### src/rtl/morse_digit_scheduler.sv
`default_nettype none
// ============================================================================
// Module      : morse_digit_scheduler
// Description : Digit FIFO feeding one morse encoder with start/ack/gap pacing.
//               Optional loop playback when MORSE_SCHED_REPEAT_EN is defined.
// Revision    : 1.0 - initial release
// ============================================================================
module morse_digit_scheduler #(
    parameter int DEPTH       = 8,
    parameter int GAP_CYCLES  = 30_000_000,
    parameter int ACK_TIMEOUT = 16
) (
    input  logic                         clk,
    input  logic                         rst,
    input  logic                         push,
    input  logic [3:0]                   push_digit,
    input  logic                         play,
    input  logic                         clear,
`ifdef MORSE_SCHED_REPEAT_EN
    input  logic                         rpt,
`endif
    input  logic                         enc_busy,
    output logic                         enc_start,
    output logic [3:0]                   enc_digit,
    output logic                         full,
    output logic                         empty,
    output logic [$clog2(DEPTH+1)-1:0]   count,
    output logic                         busy,
    output logic                         err
);

    localparam int PW = $clog2(DEPTH);
    localparam int CW = $clog2(DEPTH + 1);
    localparam int GW = $clog2(GAP_CYCLES + 1);
    localparam int AW = $clog2(ACK_TIMEOUT + 1);
    localparam logic [CW-1:0] FULL_LVL = CW'(DEPTH);
    localparam logic [GW-1:0] GAP_LOAD = GW'(GAP_CYCLES - 1);
    localparam logic [AW-1:0] ACK_LOAD = AW'(ACK_TIMEOUT - 1);

    typedef enum logic [2:0] {
        S_IDLE      = 3'd0,
        S_ISSUE     = 3'd1,
        S_WAIT_ACK  = 3'd2,
        S_WAIT_DONE = 3'd3,
        S_GAP       = 3'd4
    } state_t;

    state_t          state;
    logic [3:0]      mem [DEPTH];
    logic [PW-1:0]   rd_ptr;
    logic [PW-1:0]   wr_ptr;
    logic [CW-1:0]   fill;
    logic [GW-1:0]   gap_cnt;
    logic [AW-1:0]   ack_cnt;

    logic            rpt_en;
    logic            pop;
    logic            wb;
    logic            push_acc;
    logic            push_rej;
    logic            ack_to;
    logic [3:0]      head;

`ifdef MORSE_SCHED_REPEAT_EN
    assign rpt_en = rpt;
`else
    assign rpt_en = 1'b0;
`endif

    assign full  = (fill == FULL_LVL);
    assign empty = (fill == '0);
    assign count = fill;
    assign busy  = (state != S_IDLE);
    assign head  = mem[rd_ptr];

    // The head leaves the queue at the end of the ISSUE cycle; in loop mode
    // it is recycled to the tail, which occupies the write port that cycle.
    always_comb begin
        pop      = (state == S_ISSUE) && !clear;
        wb       = pop && rpt_en;
        push_acc = push && !clear && (push_digit <= 4'd9) && (!full || pop) && !wb;
        push_rej = push && !clear && !push_acc;
        ack_to   = (state == S_WAIT_ACK) && !enc_busy && (ack_cnt <= AW'(1)) && !clear;
    end

    always_ff @(posedge clk) begin
        if (wb)
            mem[wr_ptr] <= head;
        else if (push_acc)
            mem[wr_ptr] <= push_digit;
    end

    always_ff @(posedge clk or negedge rst) begin
        if (!rst) begin
            state     <= S_IDLE;
            rd_ptr    <= '0;
            wr_ptr    <= '0;
            fill      <= '0;
            gap_cnt   <= '0;
            ack_cnt   <= '0;
            enc_start <= 1'b0;
            enc_digit <= 4'd0;
            err       <= 1'b0;
        end else begin
            err       <= push_rej || ack_to;
            enc_start <= 1'b0;
            if (clear) begin
                state  <= S_IDLE;
                rd_ptr <= '0;
                wr_ptr <= '0;
                fill   <= '0;
            end else begin
                if (push_acc || wb)
                    wr_ptr <= wr_ptr + PW'(1);
                if (pop)
                    rd_ptr <= rd_ptr + PW'(1);
                if (push_acc && !(pop && !wb))
                    fill <= fill + CW'(1);
                else if (!push_acc && pop && !wb)
                    fill <= fill - CW'(1);

                case (state)
                    S_IDLE: begin
                        if (play && !empty) begin
                            state     <= S_ISSUE;
                            enc_start <= 1'b1;
                            enc_digit <= head;
                        end
                    end
                    S_ISSUE: begin
                        ack_cnt <= ACK_LOAD;
                        state   <= S_WAIT_ACK;
                    end
                    S_WAIT_ACK: begin
                        if (enc_busy) begin
                            state <= S_WAIT_DONE;
                        end else if (ack_to) begin
                            state   <= S_GAP;
                            gap_cnt <= GAP_LOAD;
                        end else begin
                            ack_cnt <= ack_cnt - AW'(1);
                        end
                    end
                    S_WAIT_DONE: begin
                        if (!enc_busy) begin
                            state   <= S_GAP;
                            gap_cnt <= GAP_LOAD;
                        end
                    end
                    S_GAP: begin
                        if (gap_cnt == '0) begin
                            if (!empty) begin
                                state     <= S_ISSUE;
                                enc_start <= 1'b1;
                                enc_digit <= head;
                            end else begin
                                state <= S_IDLE;
                            end
                        end else begin
                            gap_cnt <= gap_cnt - GW'(1);
                        end
                    end
                    default: state <= S_IDLE;
                endcase
            end
        end
    end

endmodule
`default_nettype wire

### config.mk
export PLATFORM = sky130hd
export DESIGN_NAME = morse_digit_scheduler
export DESIGN_NICKNAME = d
export VERILOG_FILES = /design/src/rtl/morse_digit_scheduler.sv
export SDC_FILE = /design/constraint.sdc
export NUM_CORES = 1
export LEC_CHECK = 0
export ABC_AREA = 1
export BUFFER_PORTS_ARGS = -buffer_cell sky130_fd_sc_hd__buf_2
export CORE_MARGIN = 3
export CORE_UTILIZATION = 25
export DETAILED_ROUTE_END_ITERATION = 8
export PLACE_DENSITY = 0.42
export REMOVE_ABC_BUFFERS = 1
export SLEW_MARGIN = 20
export SYNTH_ARGS = -nofsm -noshare
export SYNTH_HDL_FRONTEND = slang
export SYNTH_SLANG_ARGS = --single-unit
export TNS_END_PERCENT = 5
### constraint.sdc
create_clock -name clk -period 1.9 [get_ports clk]
set_clock_uncertainty 0.1 [all_clocks]
set_input_delay 0.38 -clock clk [delete_from_list [all_inputs] [get_ports clk]]
set_output_delay 0.38 -clock clk [all_outputs]
set_load 0.02 [all_outputs]
### Word level (Yosys, flattened, before mapping)

Memories as Yosys holds them, arrays and structs flattened.
Index checks and enable logic that the tools add are counted.

| operators by class | value |
|---|---|
| $lt $le $gt $ge | 2 |
| add/subtract/negate cells | 6 |
| mux-type cells | 34 |
| bitwise logic cells | 1 |
| equal/unequal tests | 17 |
| reduce and logical (&&, ||, !) cells | 33 |

Operators with widths:

| cell | count |
|---|---|
| two-way mux 25 bit | 4 |
| case mux 25 bit (3 select lines) | 1 |
| two-way mux 3 bit | 10 |
| logical NOT 25 bit | 1 |
| subtractor 25 x 1 -> 25 bit (second input constant) | 1 |
| two-way mux 4 bit | 6 |
| != test 2 bit (second input constant) | 8 |
| case mux 3 bit (5 select lines) | 1 |
| logical AND 1 bit | 11 |
| two-way mux 5 bit | 2 |
| case mux 5 bit (2 select lines) | 1 |
| != test 3 bit (second input constant) | 3 |
| nonzero test 3 bit | 3 |
| case mux 4 bit (2 select lines) | 1 |
| AND reduction 4 bit | 2 |
| nonzero test 2 bit | 4 |
| two-way mux 1 bit | 7 |
| adder 3 x 1 -> 3 bit (second input constant) | 2 |
| equality test 3 x 2 -> 1 bit (second input constant) | 2 |
| logical NOT 1 bit | 6 |
| AND reduction 6 bit | 1 |
| <= comparator 5 x 1 -> 1 bit (second input constant) | 1 |
| AND reduction 5 bit | 1 |
| subtractor 5 x 1 -> 5 bit (second input constant) | 1 |
| other kinds (12) | 13 |

| word-level totals | value |
|---|---|
| memories kept | 1 |
| output and inout bits | 13 |
| flip-flop bits (word level) | 49 |
| logic and storage cells | 103 |
| memory bits (writable) | 32 |
| bits of input ports | 10 |

Memory list:

| memory | depth | width | rd ports | clocked after Yosys merged registers in | write ports | line | RTL |
|---|---|---|---|---|---|---|---|
| mem | 8 | 4 | 1 | 0 | 1 | 49 | `logic [3:0] mem [DEPTH];` |

### Longest topological paths before layout

Gate-level depths: netlist (run 1).

| logic depth | value |
|---|---|
| depth in word-level cells | 9 |
| gate-level depth with buffers | 14 |
| mapped depth without buffers | 14 |

### Worst setup path before layout (run 1)

Ideal clock, no wire load.

| path | value |
|---|---|
| path kind | reg-to-reg |
| from | reg fill[0], in the netlist count[0] |
| to | reg fill[3], in the netlist count[3] |
| cell stages (with the launch flop) | 15 |
| required time | 1.683 ns |
| path buffers | 0 |
| clock period less this slack | 2.066 ns |
| arrival | 1.849 ns |
| setup time | 0.117 ns |
| path slack | -0.166 ns |
| path through | dfrtp_1 -> inv_1 -> nand2_1 -> nor2_1 -> nand2_1 -> nand3_1 -> ha_1 -> a21oi_1 -> nand2_1 -> xor2_1 -> inv_1 -> nand2_1 -> nand2_1 -> nand2_1 -> nand2_1 |

| between the ends | value |
|---|---|
| cells in the longest elaborated chain, start to end | 7 |
| elaborated cells on any way between the ends | 13 |
| those cells by class | 2 x add/sub; 1 x eq/ne; 3 x mux; 7 x reduce/logical |

Ends and longest elaborated chain:

| element | line | RTL |
|---|---|---|
| start: declaration | 52 | `logic [CW-1:0] fill;` |
| start signal: assignment | 118 | `fill <= fill + CW'(1);` |
| start signal: assignment | 120 | `fill <= fill - CW'(1);` |
| branches (longest 7 deep; another with subtractor 4 x 1 -> 4 bit) | -- |  |

Several ways; the timed one is not identified. The select of a mux whose other input is x is not followed.
A chain may end at the register's enable or synchronous reset.

### Worst setup path after layout (run 1)

Ends and elaborated chain as after synthesis.

==> run metrics, run 1 <==
Cell Rows 48; via/cell ratio 4.46; Hold Path Class in2reg; Detail Route Antenna Nets 0; Worst-path clk slew 0.07 ns; cells on worst reg2reg path 14; crit path launch type flip-flop; worst skew pair latency 0.35 ns; First DRT Iteration DRCs 277; mapped cell area 4520 sq um; synth cell count leaders nand2_1 (186), nor2_1 (87), nand3_1 (60); Synth warnings 0; gr usage total 0.125; clock sinks 81; H-tree levels 3; RSZ-0062 raised after global routing yes; fin. max-slew vios 0; routed vias 3983; HPWL Detailed 8620 um; io pins 23; Worst R2R End count[3]; Slew @ Worst Pin 0.443 ns; Initial Utilization 0.258; Post-route DRC 0; R2R Path Start count[0]; Total Routed Length 11700 um; placed cell area 5320 sq um; sw power 3420 uW; Combinational Power Share 0.468; minimum clock period 1.85 ns; VDD IR max 0.000625 V; die area 19700 sq um; most frequent cell after synthesis nand2_1; crit-path max FO 5; P_int 4690 uW; TNS Setup 0 ns; total CTS buffers 9; core area 17500 sq um; Post-synth EDFFs 32; Max Clk Rate 0.541 GHz; PwrDens 1410 nW/um^2; gr ovfl total 0; Setup crit end count[3]; dominant synthesized flop cell dfrtp_1; Die Ht 140 um; Async SR Flop Fraction 0.605; first-pass GRT wire length 19700 um; register area share after synthesis 0.484; DRT Pass-1 Iters 4; status finished, final reports clean; CP Capture Type flip-flop; reg2reg setup slack 0.05 ns; RD Place Congestion 0.795; Nets 683; number of global-route vias before repair 3973; Hold Path Cell Cnt 1; CTS root buf clkbuf_16; register share of total power 0.306; cell taking the most area after synthesis dfrtp_1; Worst EP required 2.04 ns; largest net degree at the start of global routing 29; Worst EP arrival 1.99 ns; # Max-Cap Violations 0; WL per Instance 13.1 um; P_leak 0.00264 uW; port bufs 22; synthesized flop and latch total 81; Crit Path Class reg2reg; Area Growth Syn to Fin 27.2%; # setup viols final 0; clock share of power 0.226; post-synth top area share 0.272; share of cells above drive strength 1 0.214; Fin. Hold Viols 0; sw frac 0.422; post-route cell area 5740 sq um; Avg Cell Area, Syn 7.80 sq um; number of distinct library cells after synthesis 37; antenna violations before repair 0; utilization after layout 0.329; clk buf depth 2; Critical Path Source count[0]; part of the cycle the worst path needs 0.972; main area contributors after synthesis dfrtp_1 (27%), edfxtp_1 (21%), nand2_1 (15%); Fin Hold WS 0.237 ns; max_slew headroom 0.704; CTS tree built; Die X-Extent 140 um; Synth Instances 579; n_diodes 0
-- cells in the final DEF (no fill, tap or decap), types with 4 or more instances in the layout --
| master | n |
|---|---|
| buf_12 | 4 |
| nand2_4 | 4 |
| buf_2 | 20 |
| o21ai_0 | 28 |
| inv_1 | 48 |
| nor2_4 | 4 |
| ha_1 | 7 |
| nand2_2 | 10 |
| o22ai_1 | 9 |
| inv_2 | 6 |
| clkbuf_16 | 9 |
| buf_4 | 58 |
| nand2_1 | 181 |
| dfrtp_1 | 49 |
| edfxtp_1 | 32 |
| nor2_2 | 8 |
| nand4_1 | 11 |
| nand3b_1 | 4 |
| nand3_1 | 57 |
| nor2_1 | 82 |
-- flip-flops by register name, summed over array words and instances (netlist names) --
signal,flops
state,3
enc_digit,4
gap_cnt,25
mem,32
rd_ptr,3
err,1
enc_start,1
wr_ptr,3
count,4
ack_cnt,5
-- what timing repair did --
| item | in CTS | in global routing |
|---|---|---|
| pin swaps | 1 | 10 |
| endpoints found under the setup margin | 4 | 66 |
| buffers inserted | 0 | 3 |
| gates resized for setup | 5 | 23 |
| endpoints found under the hold margin | 8 | 0 |
| hold buffers | 1 | 0 |
-- cell families (layout without fill, tap and decap cells) --
family                     after synthesis  count (layout)  share of synthesized area
xor gates and xnor gates                 5               5                    0.00970
AOI/OAI and AO/OA                       46              46                     0.0574
DFF                                     81              81                      0.484
and+or+nand+nor                        372             372                      0.359
adders and majority gates                9               9                     0.0266
buffers and inverters                   66             156                     0.0634
-- stage by stage --
| stage | instances | power [uW] | setup slack, ns |
|---|---|---|---|
| 5_1_grt | 894 | 8830 | -0.101 |
| 2_1_floorplan | 570 | 4720 | -0.166 |
| 3_3_place_gp | 874 | 6120 | -0.393 |
| 3_5_place_dp | 874 | 6140 | -0.422 |
| 4_1_cts | 891 | 8060 | -0.0229 |
| 6_report | 894 | 8110 | 0.0527 |
-- worst min-delay path by stage --
stage                  startpoint           to  slack (ns)
global placement              rst  gap_cnt[21]        0.17
floorplan                     rst   ack_cnt[0]       -0.02
detailed placement            rst  gap_cnt[21]        0.17
global route        push_digit[0]    mem[2][0]        0.24
CTS                          push          err        0.23
finish              push_digit[0]    mem[2][0]        0.24
-- metal layers --
metal / wire length [um] / track usage / vias up / share of wire
met2: 5460 / 0.201 / 46 / 0.47
met3: 335 / 0.0249 / 8 / 0.029
li1: - / - / 2054 / -
met4: 131 / 0.0403 / 0 / 0.011
met1: 5780 / 0.169 / 1875 / 0.49
met5: 0 / 0 / - / 0
-- power by group through the flow --
| stage | registers (uW) | clock network, uW | logic [uW] |
|---|---|---|---|
| final | 2480 | 1830 | 3800 |
| after floorplan | 2620 | 0 | 2100 |
| after CTS | 2480 | 1900 | 3680 |
| after global routing | 2540 | 1990 | 4300 |
| after detailed placement | 2510 | 0 | 3630 |
| after global placement | 2500 | 0 | 3610 |
-- worst max-delay path, cell delays in order (launching register included) --
cell	delay [ns]
dfrtp_1	0.38
inv_1	0.08
nand2_1	0.07
nor2_2	0.09
nand2_2	0.08
nand3_4	0.12
ha_4	0.22
a21oi_2	0.11
nand2_1	0.07
xor2_1	0.19
inv_1	0.06
nand2_1	0.05
nand2_1	0.04
nand2_1	0.05
nand2_1	0.04
-- final cells by class --
type,instances,area [sq um]
clock buffers,10,229
repair buffers,83,626
fillers,1832,11700
clock inverters,6,75.1
inverters,57,219
multi-input cells,432,2130
well taps,225,282
flip-flops and latches,81,2190
Power figures use the tool's default switching activity.
==> run 2: changes to the inputs <==
--- a/config.mk
+++ b/config.mk
@@ -9,6 +9,7 @@
 export BUFFER_PORTS_ARGS = -buffer_cell sky130_fd_sc_hd__buf_2
 export CORE_MARGIN = 3
 export CORE_UTILIZATION = 25
+export CTS_BUF_LIST = sky130_fd_sc_hd__clkbuf_4
 export DETAILED_ROUTE_END_ITERATION = 8
 export PLACE_DENSITY = 0.42
 export REMOVE_ABC_BUFFERS = 1
==> run 2 against run 1 <==
The run now ends with setup timing left. Clock power shrank 38%. Non-clock buffer count grew 6. Largest cell class unchanged. Global-route usage about the same. Clock-buffer cell count unchanged.
==> run metrics, run 2 (same netlist as run 1, synthesis figures left out) <==
antenna violations before repair 1 (+1); H-tree levels 3 (unchanged); crit path launch type flip-flop; max reg flops 32 (unchanged); die area 19700 sq um (unchanged); Nets 689 (+0.88%); routed vias 4019 (+0.90%); Total Routed Length 11800 um (+0.77%); slowest CP cell dfrtp_1; Max Clk Rate 0.526 GHz (-2.8%); Layout fillers 1832 (unchanged); First DRT Iteration DRCs 311 (+12%); Hold Path Class in2reg; io pins 23 (unchanged); first-pass GRT wire length 19800 um (+0.28%); CTS root buf clkbuf_4; Worst EP arrival 2.18 ns (+0.19 ns); Fin Hold WS 0.111 ns (-0.126 ns); CP Capture Type flip-flop; status finished, violations left; minimum clock period 1.90 ns (+0.0542 ns); crit-path max FO 4 (-1); VDD IR max 0.000392 V (-37%); total CTS buffers 9 (unchanged); WL per Instance 13.1 um (about the same); Crit Path Class reg2reg; max_slew headroom 0.710 (+0.00599); post-route cell area 5700 sq um (-0.76%); gr usage total 0.125 (+0.000152); PwrDens 1340 nW/um^2 (-4.9%); commonest non-fill, non-tap cell in the layout nand2_1; placed cell area 5320 sq um (unchanged); CTS tree built; largest net degree at the start of global routing 29 (unchanged); fin. max-slew vios 0 (unchanged); RD Place Congestion 0.795 (unchanged); cell-by-cell trace of the critical path inv_2, buf_6, nand4_1, nand3_4, ha_4, a21oi_2, nand2_1, xor2_1, inv_1, nand2_1, nand2_1, nand2_1, nand2_1; Cell Rows 48 (unchanged); RSZ-0062 raised after global routing yes; utilization after layout 0.326 (-0.00251); number of global-route vias before repair 4011 (+0.96%); Die X-Extent 140 um (unchanged); failing checks setup timing; Post-route DRC 0 (unchanged); port bufs 22 (unchanged); biggest regs mem: 32 flops, gap_cnt: 25 flops, ack_cnt: 5 flops; DRT Pass-1 Iters 4 (unchanged); Initial Utilization 0.258 (unchanged); clk buf depth 2 (unchanged); critical path's largest stage delay 0.42 ns (+0.04 ns); worst skew pair latency 0.46 ns (+0.11 ns); Area Growth Syn to Fin 26.2%; via/cell ratio 4.46 (+0.12%); Worst EP required 2.18 ns (+0.14 ns); R2R Path Start state[1]; Slew @ Worst Pin 0.434 ns (-0.00898 ns); Fin. Hold Viols 0 (unchanged); commonest non-fill, non-tap cells in the layout nand2_1 (180), nor2_1 (80), nand3_1 (57), buf_4 (57), dfrtp_1 (49); # setup viols final 1 (+1); Die Ht 140 um (unchanged); HPWL Detailed 8620 um (unchanged); most flop-heavy register mem; clock sinks 81 (unchanged); gr ovfl total 0 (unchanged); Final WS setup -0.00143 ns (-0.0542 ns); hold wc startpoint push; crit-path most repeated cell nand2_1; P_leak 0.00261 uW (-1.0%); # Max-Cap Violations 0 (unchanged); core area 17500 sq um (unchanged); Detail Route Antenna Nets 0 (unchanged); Worst-path clk slew 0.15 ns (+0.08 ns); share of cells above drive strength 1 0.231 (+0.0174); Critical Path Source state[1]; part of the cycle the worst path needs 1.00 (+0.0285)
-- run 2: cell count changes in the layout (fill, tap and decap cells not counted), moves of 3 or more --
cell	before	now
inv_2	6	9
clkbuf_16	9	0
clkbuf_4	0	10
inv_1	48	45
buf_6	0	8
-- run 2: stage by stage --
step | worst slack (ns) | setup TNS [ns] | power [uW] | instances
finish | -0.00143 | -0.00143 | 7650 | 901
CTS | -0.0452 | -0.123 | 7610 | 900
global route | -0.196 | -6.04 | 8380 | 901
detailed placement | -0.422 | -1.56 | 6140 | 874
global placement | -0.393 | -0.943 | 6120 | 874
floorplan | -0.166 | -0.319 | 4720 | 570
-- run 2: worst max-delay path: cells and delay by family (launching register included) --
kind / cells / cell delay, ns
AOI/OAI and AO/OA: 1 / 0.11
xor gates and xnor gates: 1 / 0.19
adders and majority gates: 1 / 0.22
buffers and inverters: 3 / 0.21
DFF: 1 / 0.42
and+or+nand+nor: 7 / 0.55
-- run 2: final timing paths --
check / to / depth (start not counted) / slack, ns
setup reg to reg: count[3] / 13 / -0.001
setup / recovery: count[3] / 13 / -0.001
max in group asynchronous: gap_cnt[4] / 3 / 1.01
min in group asynchronous: gap_cnt[21] / 2 / 0.21
hold reg to reg: enc_digit[3] / 2 / 0.39
hold / removal: err / 3 / 0.11
-- run 2: power breakdown --
part           internal (uW)  switching (uW)  total [uW]
registers               2190             301        2490
clock network            437             707        1140
logic                   1610            2410        4020
-- run 2: what timing repair did --
item | CTS | global route
hold endpoints to repair | 49 | 0
resized for setup | 24 | 22
buffers inserted | 9 | 1
hold buffers | 1 | 0
endpoints found under the setup margin | 5 | 68
pin swaps | 5 | 10
-- run 2: cell type report --
cell class,count,area (sq um),area share
flip-flops and latches,81,2190,0.384
diodes,1,2.50,0.000439
clock inverters,6,75.1,0.0132
clock buffers,10,75.1,0.0132
multi-input cells,432,2160,0.378
inverters,57,219,0.0384
well taps,225,282,0.0494
repair buffers,89,703,0.123
-- run 2: metal layers --
metal / GRT usage / wire length (um) / vias up
li1: - / - / 2062
met1: 0.169 / 5820 / 1900
met4: 0.0357 / 175 / 0
met3: 0.0249 / 304 / 12
met2: 0.204 / 5500 / 45
met5: 0 / 0 / -
